`src/rtl/fpu_add_arbiter.sv`:
```
`default_nettype none
// ============================================================================
// Module   : fpu_add_arbiter
// Purpose  : Round-robin front end sharing one single-precision adder between
//            two requesters. Unpacks IEEE-754 operands into adder fields,
//            resolves zero/inf/NaN operands locally, sequences the adder
//            handshake with a watchdog, and returns results on one port.
// Revision : 1.0  initial release
// ============================================================================
module fpu_add_arbiter #(
    parameter int TIMEOUT = 16
) (
    input  logic        clk_i,
    input  logic        rst_ni,

    input  logic        req0_valid_i,
    output logic        req0_ready_o,
    input  logic [31:0] req0_x_i,
    input  logic [31:0] req0_y_i,
    input  logic        req0_sub_i,

    input  logic        req1_valid_i,
    output logic        req1_ready_o,
    input  logic [31:0] req1_x_i,
    input  logic [31:0] req1_y_i,
    input  logic        req1_sub_i,

    output logic        rsp_valid_o,
    input  logic        rsp_ready_i,
    output logic        rsp_id_o,
    output logic [31:0] rsp_z_o,
    output logic        rsp_inf_o,
    output logic        rsp_nan_o,
    output logic        rsp_err_o,

    output logic        add_valid_o,
    input  logic        add_ready_i,
    output logic        add_x_sign_o,
    output logic        add_y_sign_o,
    output logic [7:0]  add_x_exp_o,
    output logic [7:0]  add_y_exp_o,
    output logic [22:0] add_x_frac_o,
    output logic [22:0] add_y_frac_o,
    output logic        add_x_greater_o,
    output logic [7:0]  add_exp_shift_o,
    output logic        add_infinity_o,
    output logic        add_nan_o,
    input  logic [31:0] add_z_i,
    input  logic        add_z_infinity_i,
    input  logic        add_z_nan_i
);

    localparam logic [31:0] C_QNAN    = 32'h7FC0_0000;
    localparam logic [7:0]  C_WD_LAST = 8'(TIMEOUT - 1);

    typedef enum logic [1:0] {
        ST_IDLE    = 2'd0,
        ST_ISSUE   = 2'd1,
        ST_WAIT    = 2'd2,
        ST_RESPOND = 2'd3
    } state_t;

    state_t      r_state;
    state_t      w_state_next;

    logic        r_ptr;
    logic [7:0]  r_wd_cnt;

    logic        r_x_sign;
    logic        r_y_sign;
    logic [7:0]  r_x_exp;
    logic [7:0]  r_y_exp;
    logic [22:0] r_x_frac;
    logic [22:0] r_y_frac;
    logic        r_x_greater;
    logic [7:0]  r_exp_shift;

    logic        r_rsp_id;
    logic [31:0] r_rsp_z;
    logic        r_rsp_inf;
    logic        r_rsp_nan;
    logic        r_rsp_err;

    // Arbitration: pointer breaks ties, a lone requester always wins
    logic        w_idle;
    logic        w_grant0;
    logic        w_grant1;
    logic        w_accept;

    assign w_idle   = (r_state == ST_IDLE);
    assign w_grant0 = w_idle & req0_valid_i & (~req1_valid_i | ~r_ptr);
    assign w_grant1 = w_idle & req1_valid_i & (~req0_valid_i |  r_ptr);
    assign w_accept = w_grant0 | w_grant1;

    // Operand selection and field extraction (y sign flipped for subtract)
    logic [31:0] w_x;
    logic [31:0] w_y;
    logic        w_sub;
    logic        w_x_sign;
    logic        w_y_sign;
    logic [7:0]  w_x_exp;
    logic [7:0]  w_y_exp;
    logic [22:0] w_x_frac;
    logic [22:0] w_y_frac;

    assign w_x      = w_grant1 ? req1_x_i   : req0_x_i;
    assign w_y      = w_grant1 ? req1_y_i   : req0_y_i;
    assign w_sub    = w_grant1 ? req1_sub_i : req0_sub_i;
    assign w_x_sign = w_x[31];
    assign w_y_sign = w_y[31] ^ w_sub;
    assign w_x_exp  = w_x[30:23];
    assign w_y_exp  = w_y[30:23];
    assign w_x_frac = w_x[22:0];
    assign w_y_frac = w_y[22:0];

    // Magnitude ordering and alignment distance for the adder
    logic        w_x_greater;
    logic [7:0]  w_exp_shift;

    assign w_x_greater = ({w_x_exp, w_x_frac} >= {w_y_exp, w_y_frac});
    assign w_exp_shift = (w_x_exp >= w_y_exp) ? (w_x_exp - w_y_exp)
                                              : (w_y_exp - w_x_exp);

    // Operand classes; a zero exponent also covers flushed denormals
    logic w_x_zero;
    logic w_y_zero;
    logic w_x_inf;
    logic w_y_inf;
    logic w_x_nan;
    logic w_y_nan;

    assign w_x_zero = (w_x_exp == 8'h00);
    assign w_y_zero = (w_y_exp == 8'h00);
    assign w_x_inf  = (w_x_exp == 8'hFF) & (w_x_frac == 23'd0);
    assign w_y_inf  = (w_y_exp == 8'hFF) & (w_y_frac == 23'd0);
    assign w_x_nan  = (w_x_exp == 8'hFF) & (w_x_frac != 23'd0);
    assign w_y_nan  = (w_y_exp == 8'hFF) & (w_y_frac != 23'd0);

    // Special-operand resolution in priority order; anything else uses the adder
    logic        w_bypass;
    logic [31:0] w_byp_z;
    logic        w_byp_inf;
    logic        w_byp_nan;

    always_comb begin
        w_bypass  = 1'b1;
        w_byp_z   = 32'd0;
        w_byp_inf = 1'b0;
        w_byp_nan = 1'b0;
        if (w_x_nan || w_y_nan) begin
            w_byp_z   = C_QNAN;
            w_byp_nan = 1'b1;
        end else if (w_x_inf && w_y_inf && (w_x_sign != w_y_sign)) begin
            w_byp_z   = C_QNAN;
            w_byp_nan = 1'b1;
        end else if (w_x_inf) begin
            w_byp_z   = {w_x_sign, 8'hFF, 23'd0};
            w_byp_inf = 1'b1;
        end else if (w_y_inf) begin
            w_byp_z   = {w_y_sign, 8'hFF, 23'd0};
            w_byp_inf = 1'b1;
        end else if (w_x_zero && w_y_zero) begin
            w_byp_z   = {w_x_sign & w_y_sign, 31'd0};
        end else if (w_x_zero) begin
            w_byp_z   = {w_y_sign, w_y_exp, w_y_frac};
        end else if (w_y_zero) begin
            w_byp_z   = {w_x_sign, w_x_exp, w_x_frac};
        end else begin
            w_bypass  = 1'b0;
        end
    end

    // Watchdog expiry is only meaningful while waiting on the adder
    logic w_in_wait;
    logic w_wd_expire;

    assign w_in_wait   = (r_state == ST_WAIT);
    assign w_wd_expire = w_in_wait & ~add_ready_i & (r_wd_cnt == C_WD_LAST);

    // Next-state logic for the request sequencer
    always_comb begin
        w_state_next = r_state;
        case (r_state)
            ST_IDLE: begin
                if (w_accept) begin
                    w_state_next = w_bypass ? ST_RESPOND : ST_ISSUE;
                end
            end
            ST_ISSUE: begin
                w_state_next = ST_WAIT;
            end
            ST_WAIT: begin
                if (add_ready_i || w_wd_expire) begin
                    w_state_next = ST_RESPOND;
                end
            end
            ST_RESPOND: begin
                if (rsp_ready_i) begin
                    w_state_next = ST_IDLE;
                end
            end
            default: begin
                w_state_next = ST_IDLE;
            end
        endcase
    end

    // State register
    always_ff @(posedge clk_i or negedge rst_ni) begin
        if (!rst_ni) begin
            r_state <= ST_IDLE;
        end else begin
            r_state <= w_state_next;
        end
    end

    // Round-robin pointer moves to the requester not just served
    always_ff @(posedge clk_i or negedge rst_ni) begin
        if (!rst_ni) begin
            r_ptr <= 1'b0;
        end else if ((r_state == ST_RESPOND) && rsp_ready_i) begin
            r_ptr <= ~r_rsp_id;
        end
    end

    // Watchdog counts WAIT cycles and restarts whenever WAIT is left
    always_ff @(posedge clk_i or negedge rst_ni) begin
        if (!rst_ni) begin
            r_wd_cnt <= 8'd0;
        end else if (w_in_wait && !add_ready_i && !w_wd_expire) begin
            r_wd_cnt <= r_wd_cnt + 8'd1;
        end else begin
            r_wd_cnt <= 8'd0;
        end
    end

    // Adder operand fields latched on accept and held through WAIT
    always_ff @(posedge clk_i or negedge rst_ni) begin
        if (!rst_ni) begin
            r_x_sign    <= 1'b0;
            r_y_sign    <= 1'b0;
            r_x_exp     <= 8'd0;
            r_y_exp     <= 8'd0;
            r_x_frac    <= 23'd0;
            r_y_frac    <= 23'd0;
            r_x_greater <= 1'b0;
            r_exp_shift <= 8'd0;
        end else if (w_accept) begin
            r_x_sign    <= w_x_sign;
            r_y_sign    <= w_y_sign;
            r_x_exp     <= w_x_exp;
            r_y_exp     <= w_y_exp;
            r_x_frac    <= w_x_frac;
            r_y_frac    <= w_y_frac;
            r_x_greater <= w_x_greater;
            r_exp_shift <= w_exp_shift;
        end
    end

    // Response register: bypass result on accept, adder or watchdog result in WAIT
    always_ff @(posedge clk_i or negedge rst_ni) begin
        if (!rst_ni) begin
            r_rsp_id  <= 1'b0;
            r_rsp_z   <= 32'd0;
            r_rsp_inf <= 1'b0;
            r_rsp_nan <= 1'b0;
            r_rsp_err <= 1'b0;
        end else if (w_accept) begin
            r_rsp_id  <= w_grant1;
            r_rsp_z   <= w_byp_z;
            r_rsp_inf <= w_byp_inf;
            r_rsp_nan <= w_byp_nan;
            r_rsp_err <= 1'b0;
        end else if (w_in_wait && add_ready_i) begin
            r_rsp_z   <= add_z_i;
            r_rsp_inf <= add_z_infinity_i;
            r_rsp_nan <= add_z_nan_i;
            r_rsp_err <= 1'b0;
        end else if (w_wd_expire) begin
            r_rsp_z   <= C_QNAN;
            r_rsp_inf <= 1'b0;
            r_rsp_nan <= 1'b1;
            r_rsp_err <= 1'b1;
        end
    end

    assign req0_ready_o    = w_grant0;
    assign req1_ready_o    = w_grant1;

    assign rsp_valid_o     = (r_state == ST_RESPOND);
    assign rsp_id_o        = r_rsp_id;
    assign rsp_z_o         = r_rsp_z;
    assign rsp_inf_o       = r_rsp_inf;
    assign rsp_nan_o       = r_rsp_nan;
    assign rsp_err_o       = r_rsp_err;

    assign add_valid_o     = (r_state == ST_ISSUE);
    assign add_x_sign_o    = r_x_sign;
    assign add_y_sign_o    = r_y_sign;
    assign add_x_exp_o     = r_x_exp;
    assign add_y_exp_o     = r_y_exp;
    assign add_x_frac_o    = r_x_frac;
    assign add_y_frac_o    = r_y_frac;
    assign add_x_greater_o = r_x_greater;
    assign add_exp_shift_o = r_exp_shift;
    assign add_infinity_o  = 1'b0;
    assign add_nan_o       = 1'b0;

endmodule
`default_nettype wire
```
`config.mk`:
```
export PLATFORM = sky130hd
export DESIGN_NAME = fpu_add_arbiter
export DESIGN_NICKNAME = d
export VERILOG_FILES = /design/src/rtl/fpu_add_arbiter.sv
export SDC_FILE = /design/constraint.sdc
export NUM_CORES = 1
export LEC_CHECK = 0
export CAP_MARGIN = 5
export CORE_MARGIN = 1
export CORE_UTILIZATION = 49
export DETAILED_ROUTE_END_ITERATION = 7
export PLACE_DENSITY = 0.87
export SETUP_SLACK_MARGIN = 0.3
export SLEW_MARGIN = 20
export SYNTH_ARGS = -nofsm -noshare
export SYNTH_HDL_FRONTEND = slang
export SYNTH_SLANG_ARGS = --single-unit
```
`constraint.sdc`:
```
create_clock -name clk_i -period 7.1 [get_ports clk_i]
set_input_delay 1.42 -clock clk_i [delete_from_list [all_inputs] [get_ports clk_i]]
set_output_delay 1.42 -clock clk_i [all_outputs]
set_load 0.01 [all_outputs]
```
## Word level (Yosys, flattened, before mapping)

Cells that the tools add are included.
W data, S select, Z words.

| operators by class | value |
|---|---|
| $add $sub $neg | 3 |
| order comparisons | 2 |
| equality and inequality tests | 10 |
| multiplexer cells | 41 |
| bitwise gates (word level) | 20 |
| reduce and logical (&&, ||, !) cells | 20 |

Operators by type and width:

| cell | number |
|---|---|
| $mux W32 | 12 |
| $logic_not A23 Y1 | 2 |
| $reduce_bool A23 Y1 | 2 |
| $ge A31 B31 Y1 | 1 |
| $mux W1 | 22 |
| $eq A8 B8 Y1 const B | 2 |
| $logic_not A8 Y1 | 2 |
| $mux W8 | 2 |
| $sub A8 B8 Y8 | 2 |
| $and A1 B1 Y1 | 11 |
| $add A8 B1 Y8 const B | 1 |
| $eq A8 B4 Y1 const B | 1 |
| $ge A8 B8 Y1 | 1 |
| $mux W2 | 4 |
| $pmux W2 S4 | 1 |
| $logic_and A1 B1 Y1 | 7 |
| $ne A2 B1 Y1 const B | 3 |
| $not A1 Y1 | 5 |
| $eq A2 B2 Y1 const B | 2 |
| $or A1 B1 Y1 | 3 |
| $reduce_and A3 Y1 | 1 |
| $reduce_bool A3 Y1 | 1 |
| $eq A2 B1 Y1 const B | 1 |
| $logic_not A1 Y1 | 2 |
| 4 further kinds | 5 |

| storage, ports and cells | value |
|---|---|
| bits in registers | 120 |
| bits of input ports | 170 |
| logic and storage cells | 112 |

## Longest topological paths before layout

Gate-level depths: netlist of run 1.

| depth | value |
|---|---|
| word-level depth | 15 |
| depth in mapped cells | 21 |
| depth with buffers taken out | 17 |

## Least setup slack after synthesis of run 1

Ideal clock, no wire load.

| timing path | value |
|---|---|
| path kind | input to register |
| from | input req1_valid_i |
| to | register r_exp_shift[5], in the netlist add_exp_shift_o[5] |
| arrival | 4.932 ns |
| data required time | 6.967 ns |
| slack | 2.035 ns |
| cell stages on the path | 19 |
| buffers on the path | 7 |
| cell sequence | and2_4 > buf_8 > nand2_4 > buf_6 > buf_4 > buf_2 > buf_2 > buf_2 > mux2i_1 > inv_1 > ha_1 > nand2_1 > o21ai_0 > a211o_1 > clkbuf_1 > mux2_2 > a31oi_1 > xor2_1 > o21ai_0 |

| between the ends | value |
|---|---|
| longest elaborated chain between the ends | 5 |
| elaborated cells on any way between the ends | 12 |
| classes of those cells | add/sub: 2; order compare: 1; mux: 3; bitwise: 6 |

Ends and longest elaborated chain:

| item | line | source |
|---|---|---|
| start, declared | 22 | `input logic req1_valid_i,` |
| $and A1 B1 Y1 (2 in series) | 92 | `assign w_grant1 = w_idle & req1_valid_i & (~req0_valid_i \| r_ptr);` |
| $mux W32 | 106 | `assign w_x = w_grant1 ? req1_x_i : req0_x_i;` |
| net w_x[30] | 96 | `logic [31:0] w_x;` |
| $ge A8 B8 Y1 | 121 | `assign w_exp_shift = (w_x_exp >= w_y_exp) ? (w_x_exp - w_y_exp)` |
| $mux W8 | 121 |  |
| end signal, assigned | 256 | `r_exp_shift <= w_exp_shift;` |
| end, declared | 76 | `logic [7:0] r_exp_shift;` |

The timed path passes the listed nets, and every way through them passes these cells.
A chain may end at the register's enable or synchronous reset.

## Worst setup path after layout of run 1

| timing path | value |
|---|---|
| from | input req0_valid_i |
| to | register r_x_greater, in the netlist add_x_greater_o |

| between the ends | value |
|---|---|
| longest elaborated chain between the ends | 5 |
| elaborated cells on any way between the ends | 9 |
| classes of those cells | order compare: 1; mux: 2; bitwise: 6 |

Ends and longest elaborated chain:

| item | line | source |
|---|---|---|
| start, declared | 16 | `input logic req0_valid_i,` |
| $not A1 Y1 | 92 |  |
| $or A1 B1 Y1 | 92 |  |
| $and A1 B1 Y1 | 92 |  |
| $mux W32 | 106 |  |
| net w_x[1] | 96 |  |
| $ge A31 B31 Y1 | 120 | `assign w_x_greater = ({w_x_exp, w_x_frac} >= {w_y_exp, w_y_frac});` |
| end signal, assigned | 255 | `r_x_greater <= w_x_greater;` |
| end, declared | 75 | `logic r_x_greater;` |

The timed path passes the listed nets, and every way through them passes these cells.

==> results.yml, run 1 <==
yosys:
  synth_edf_count: 0
  synth-main-ff-cell: "dfrtp_1"
  async_flop_share_pct: 100.0
  syn-instance-count: 891
  ys_seq_elements: 120
  synthTopCellsByArea: "dfrtp_1, mux2i_1, o21ai_0"
  ys_warn_count: 0
  netlist_area_um2: 7903
  post_synth.cell_area_avg_um2: 8.869
  yosysSeqAreaShare_pct: 38.00
  ys_types: 66
  yosys-top-cells-count: "dfrtp_1, nand2_1, o21ai_0"
  synth_top_area_share_pct: 38.00
  synth_largest_area_cell: "dfrtp_1"
  yosysMostFrequentCell: "dfrtp_1"
grt:
  grt_pass1_vias: 8504
  track_usage_pct: 38.76
  grt_pass1_wl_mm: 47.87
  grt_max_degree: 107
  grt_remaining_overflow: 0
  antenna_found_initial: 2
flow_run:
  maxCapViolCount: 0
power_and_ir_drop:
  leakage_uw: 0.005201
  peakVddDrop_mv: 0.2258
  p_per_area_nw_per_um2: 366.1
floorplanning:
  dieArea_um2: 16640
  ioPinCount: 285
  fp.dieH_um: 129.0
  die_w_um: 129.0
  rows: 46
  start_util_pct: 49.93
  core_area_um2: 15830
sta:
  drv_slew: 0
  fmax_mhz: 186.2
  fin_crit_sh_pct: 75.64
  hold_viol_final: 0
  tightest_slew_ns: 1.064
  tns_ns: 0
  setup_violations: 0
  fin_crit_ns: 5.371
  rsz0062_at_grt: "false"
  finClkSkew_ns: 0.01135
  slew_headroom_pct: 29.06
  whs_ns: 0.4654
cts:
  cts_buffer_depth: 2
  cts_root_buf: "clkbuf_16"
  path_clk_slew_ns: 0.06
  cts_tree: "done"
  worstSkewPairLatency_ns: 0.43
  cts_sinks: 120
  cts_resized: 0
  cts_setup_buffers: 0
  cts_max_level: 4
  numCtsBuffers: 17
  hold_buffers: 0
worst_setup_path:
  r2r_cells: 14
  cp_common_cell: "a21oi_1"
  worstPathArrival_ns: 5.68
  start_kind: "primary input"
  crit_chain: "clkdlybuf4s50_1 > nand2b_1 > nand2_4 > buf_4 > mux2i_1 > inv_1 > ha_1 > nor2b_1 > a2111oi_0 > a21oi_1 > o31a_1 > o31ai_1 > a21oi_1"
  worstSetupPathDepth: 13
  cp_slowest_cell: "buf_4"
  cpPeakStageDelay_ns: 0.77
  worst-path-buf-inv: 3
  crit_family: "buffers and inverters"
  required_ns: 7.41
  worstSetupPathType: "in -> reg"
  crit_path_end_kind: "flop"
  ff2ff_setup_slack_ns: 2.74
  crit_path_max_fanout: 58
layout:
  area_growth_pct: 44.87
  finalNetCount: 1354
  fin_util_pct: 72.33
  filler_cell_count: 1205
  drive_gt1_share_pct: 5.082
drt:
  ant_nets: 0
  via_per_inst: 6.221
  drt_pass1_iterations: 6
  drc_errors: 0
  via_count: 8579
  wirelength_mm: 31.74
  wire_per_inst_um: 23.02
  initialDrtViolationCount: 911
worst_hold_path:
  hold_depth: 1
  hold_path.class: "reg -> reg"
placement:
  gp_congestion: 1.031
  io_buffers: 282
  dp_hpwl_mm: 24.04
run_status:
  status: "finished, final reports clean"
## placed cells by master (no fill, tap or decap), types with 9 or more instances in the layout
cell type / count
a222oi_1: 14
nand2b_1: 13
xor2_1: 15
o22ai_1: 28
mux2i_1: 57
inv_1: 66
nor4_1: 29
dfrtp_1: 120
nand2_1: 106
ha_1: 34
nand4_1: 14
clkdlybuf4s50_1: 281
maj3_1: 12
buf_4: 9
xnor2_1: 17
o21ai_0: 96
clkbuf_16: 17
nor2_1: 33
nor3_1: 9
a22oi_1: 9
a21oi_1: 33
a211oi_1: 9
nand3_1: 10
## power breakdown
group	switching, uW	internal (uW)	leakage [uW]	total, uW
Combinational	1130	981	0.00338	2110
Sequential	187	980	0.00151	1170
Clock	356	559	0.000303	914
Total	1670	2520	0.00520	4190
## sequential cells by signal, indices dropped and copies added (netlist names)
| register | cells |
|---|---|
| add_exp_shift_o | 8 |
| add_x_exp_o | 8 |
| add_x_frac_o | 23 |
| add_x_greater_o | 1 |
| add_x_sign_o | 1 |
| add_y_exp_o | 8 |
| add_y_frac_o | 23 |
| add_y_sign_o | 1 |
| r_ptr | 1 |
| r_state | 2 |
| r_wd_cnt | 8 |
| rsp_err_o | 1 |
| rsp_id_o | 1 |
| rsp_inf_o | 1 |
| rsp_nan_o | 1 |
| rsp_z_o | 32 |
## stage by stage
| stage | total power, uW | instance area, um^2 | std cells | setup slack, ns |
|---|---|---|---|---|
| 4_1_cts | 4170 | 11410 | 1376 | 1.809 |
| 5_1_grt | 4427 | 11450 | 1378 | 1.525 |
| 6_report | 4191 | 11450 | 1379 | 1.729 |
| 2_1_floorplan | 2214 | 7906 | 892 | 2.035 |
| 3_5_place_dp | 3241 | 10800 | 1344 | 1.378 |
| 3_3_place_gp | 3199 | 10800 | 1344 | 1.482 |
## cells by family (layout without fill, tap and decap cells)
family,count (synthesis),after routing,share of synthesized area [%]
other,1,4,0.04745
adder cells (fa/ha/maj),48,48,7.410
AND/OR/NAND/NOR,249,249,15.58
XOR/XNOR,32,32,3.547
AO/OA/AOI/OAI,260,260,21.07
buffers and inverters,120,389,6.507
multiplexers,61,61,7.837
flip-flops,120,120,38.00
## worst reg2reg max path, cell delays in order, from the launching register on
cell       delay, ns
dfrtp_1         0.38
inv_1           0.10
ha_1            0.31
and2_4          0.23
nand2_4         0.25
buf_4           0.78
mux2i_1         0.51
inv_1           0.09
ha_1            0.33
nor2b_1         0.14
a2111oi_0       0.37
a21oi_1         0.11
o31a_1          0.25
o31ai_1         0.28
a21oi_1         0.10
## routing by layer
metal	GRT usage [%]	wire, um	vias up	part of all wire, %
met5	0	0	-	0
met4	22.28	1758	0	5.5
met3	8.649	3090	140	9.7
met2	65.02	15340	628	48
met1	45.88	11550	4046	36
li1	-	-	3765	-
## final timing paths
path                                              from                      endpoint
worst max-delay path                      req0_valid_i   add_x_greater_o$_DFFE_PN0N_
worst min-delay path             r_wd_cnt[0]$_DFF_PN0_         r_wd_cnt[0]$_DFF_PN0_
worst max register to register  r_state[0]$_DFFE_PN0P_   add_x_greater_o$_DFFE_PN0N_
worst min register to register   r_wd_cnt[0]$_DFF_PN0_         r_wd_cnt[0]$_DFF_PN0_
max in group asynchronous                       rst_ni    add_x_exp_o[4]$_DFFE_PN0N_
min in group asynchronous                       rst_ni  add_x_frac_o[19]$_DFFE_PN0N_
## area by class of cell
cell class	instances	area (um^2)	area share (%)
Timing Repair Buffer	291	2908	25.40
Clock buffer	17	425.4	3.716
Antenna cell	2	5.005	0.04372
Multi-Input combinational cell	652	4402	38.45
Inverter	66	247.7	2.164
Tap cell	216	270.3	2.361
Clock inverter	15	187.7	1.639
Sequential cell	120	3003	26.23
Power figures use the tool's default switching activity.
==> inputs of run 2 (changes only) <==
--- a/config.mk
+++ b/config.mk
@@ -7,9 +7,9 @@
 export LEC_CHECK = 0
 export CAP_MARGIN = 5
 export CORE_MARGIN = 1
-export CORE_UTILIZATION = 49
+export CORE_UTILIZATION = 41
 export DETAILED_ROUTE_END_ITERATION = 7
-export PLACE_DENSITY = 0.87
+export PLACE_DENSITY = 0.77
 export SETUP_SLACK_MARGIN = 0.3
 export SLEW_MARGIN = 20
 export SYNTH_ARGS = -nofsm -noshare
==> constraint.sdc (replaced) <==
create_clock -name clk_i -period 4.91 [get_ports clk_i]
set_input_delay 0.982 -clock clk_i [delete_from_list [all_inputs] [get_ports clk_i]]
set_output_delay 0.982 -clock clk_i [all_outputs]
set_load 0.01 [all_outputs]
==> run 2 against run 1 <==
The run now ends with DRC left. Non-clock buffer count up 33. Die area up 19%. Final cell count up 3.5%. Clock power up 40%. Total power up 45%. Clock skew down 0.00088 ns. First-iteration DRC count down 19%. Register-to-register slack worse by 2.0 ns. Largest cell class unchanged.
==> results.yml, run 2 (synthesized netlist as in run 1, its figures left out) <==
cts:
  path_clk_slew_ns: 0.06
  cts_tree: "done"
  cts_max_level: 4
  cts_buffer_depth: 2
  cts_root_buf: "clkbuf_16"
  worstSkewPairLatency_ns: 0.43
  cts_sinks: 120
  numCtsBuffers: 17
  cts_resized: 0
grt:
  grt_remaining_overflow: 0
  track_usage_pct: 32.43
  grt_pass1_wl_mm: 48.19
  grt_pass1_vias: 8208
  grt_max_degree: 80
  antenna_found_initial: 0
layout:
  diodes: 0
  drive_gt1_share_pct: 7.460
  area_growth_pct: 47.78
  multi_input_area_um2: 4404
  finalNetCount: 1387
  layout_commonest_cell: "clkdlybuf4s50_1"
  seq_area_um2: 3003
  largest_reg_flops: 32
  final_cell_mix: "clkdlybuf4s50_1, dfrtp_1, nand2_1, o21ai_0, inv_1"
  fin_util_pct: 62.23
  filler_cell_count: 1614
power_and_ir_drop:
  leakage_uw: 0.005334
  p_clk_share_pct: 21.0
  p_switching_uw: 2373
  swShare_pct: 39.07
  seq_power_share_pct: 27.7
  peakVddDrop_mv: 0.2833
  p_per_area_nw_per_um2: 520.1
  power.internal_uw: 3701
  combPwrFrac_pct: 51.3
placement:
  dp_hpwl_mm: 24.54
  gp_congestion: 0.9452
  io_buffers: 282
floorplanning:
  die_w_um: 140.8
  core_area_um2: 18770
  fp.dieH_um: 140.8
  start_util_pct: 42.11
  dieArea_um2: 19830
  rows: 50
  ioPinCount: 285
drt:
  wire_per_inst_um: 22.41
  ant_nets: 0
  wirelength_mm: 31.98
  initialDrtViolationCount: 742
  drt_pass1_iterations: 8
  via_per_inst: 5.924
  via_count: 8453
  drc_errors: 1
worst_hold_path:
  hold_path.startpoint: "r_wd_cnt[0]$_DFF_PN0_"
  hold_path.class: "reg -> reg"
sta:
  fin_crit_sh_pct: 87.81
  slew_headroom_pct: 20.32
  rsz0062_at_grt: "false"
  fin_crit_ns: 4.312
  finClkSkew_ns: 0.01047
  hold_viol_final: 0
  tns_ns: 0
  fmax_mhz: 231.9
  drv_slew: 0
  setup_violations: 0
  tightest_slew_ns: 1.187
worst_setup_path:
  required_ns: 5.19
  crit_path_max_fanout: 14
  crit_path_end_kind: "flop"
  worstSetupPathType: "in -> reg"
  worstPathArrival_ns: 4.59
  start_kind: "primary input"
  r2r_start: "r_state[0]$_DFFE_PN0P_"
  startpoint: "req0_valid_i"
flow_run:
  maxCapViolCount: 0
run_status:
  status: "complete, but fails checks"
  violations: "DRC"
run 2: routing by layer:
layer / routed length (um) / share of wire, % / up-vias / track usage (%)
li1: - / - / 3821 / -
met1: 12940 / 40 / 4059 / 41.72
met2: 15070 / 47 / 481 / 53.91
met3: 2767 / 8.7 / 92 / 6.420
met4: 1194 / 3.7 / 0 / 12.19
met5: 0 / 0 / - / 0
run 2: final timing paths:
kind,cells past startpoint,to,slack (ns)
worst min register to register,1,r_wd_cnt[0]$_DFF_PN0_,0.45
max in group asynchronous,2,add_y_frac_o[18]$_DFFE_PN0N_,3.39
worst max-delay path,14,add_exp_shift_o[5]$_DFFE_PN0N_,0.60
worst min-delay path,1,r_wd_cnt[0]$_DFF_PN0_,0.45
min in group asynchronous,1,add_x_frac_o[19]$_DFFE_PN0N_,0.47
worst max register to register,16,add_exp_shift_o[5]$_DFFE_PN0N_,0.73
run 2: layout make-up:
| class | instances | area share (%) |
|---|---|---|
| Clock buffer | 23 | 4.178 |
| Clock inverter | 8 | 0.8142 |
| Inverter | 66 | 2.121 |
| Multi-Input combinational cell | 652 | 37.71 |
| Sequential cell | 120 | 25.71 |
| Tap cell | 234 | 2.507 |
| Timing Repair Buffer | 324 | 26.96 |
run 2: repair_timing:
| action | CTS | global route |
|---|---|---|
| buffers inserted | 0 | 11 |
| hold buffers | 0 | 0 |
| endpoints found under the setup margin | 0 | 1 |
| hold endpoints to repair | 0 | 0 |
run 2: per-stage QoR:
stage | cells | setup WS, ns | hold WS [ns] | power [uW] | area (um^2)
after floorplan | 892 | 0.3564 | 0.4251 | 3203 | 7906
after global placement | 1385 | 0.2395 | 0.4450 | 4698 | 11010
after detailed placement | 1385 | 0.1549 | 0.4502 | 4742 | 11010
after CTS | 1416 | 0.5841 | 0.4572 | 6031 | 11590
after global routing | 1427 | 0.3865 | 0.4854 | 6434 | 11680
final | 1427 | 0.5985 | 0.4509 | 6074 | 11680
run 2: power by group through the flow:
stage / combinational [uW] / clock (uW) / sequential [uW]
floorplan: 1370 / 0 / 1830
global placement: 3010 / 0 / 1680
detailed placement: 3050 / 0 / 1690
CTS: 3070 / 1280 / 1680
global route: 3370 / 1320 / 1740
finish: 3110 / 1280 / 1680
run 2: worst max-delay path: stages:
cell and delay, ns:
clkdlybuf4s50_1 0.59, nand2b_1 0.17, nand2_4 0.21, buf_4 0.15, mux2i_1 0.26, inv_1 0.15
fa_1 0.47, a21o_1 0.19, a21o_1 0.22, a211o_1 0.44, a211o_1 0.32, a31oi_1 0.19
xor2_1 0.16, o21ai_0 0.09
==> inputs of run 3 (changes only) <==
--- a/config.mk
+++ b/config.mk
@@ -11,6 +11,7 @@
 export DETAILED_ROUTE_END_ITERATION = 7
 export PLACE_DENSITY = 0.77
 export SETUP_SLACK_MARGIN = 0.3
+export SKIP_LAST_GASP = 1
 export SLEW_MARGIN = 20
 export SYNTH_ARGS = -nofsm -noshare
 export SYNTH_HDL_FRONTEND = slang
==> constraint.sdc (replaced) <==
create_clock -name clk_i -period 4.91 [get_ports clk_i]
set_input_delay 0.982 -clock clk_i [delete_from_list [all_inputs] [get_ports clk_i]]
set_output_delay 0.982 -clock clk_i [all_outputs]
set_load 0.02 [all_outputs]
==> results of run 3 <==
The final DEF is identical to that of run 2. Status: complete, but fails checks: DRC.
Among the figures that moved: total power 6074 uW -> 6393 uW; worst IR drop on VDD 0.2833 mV -> 0.3108 mV
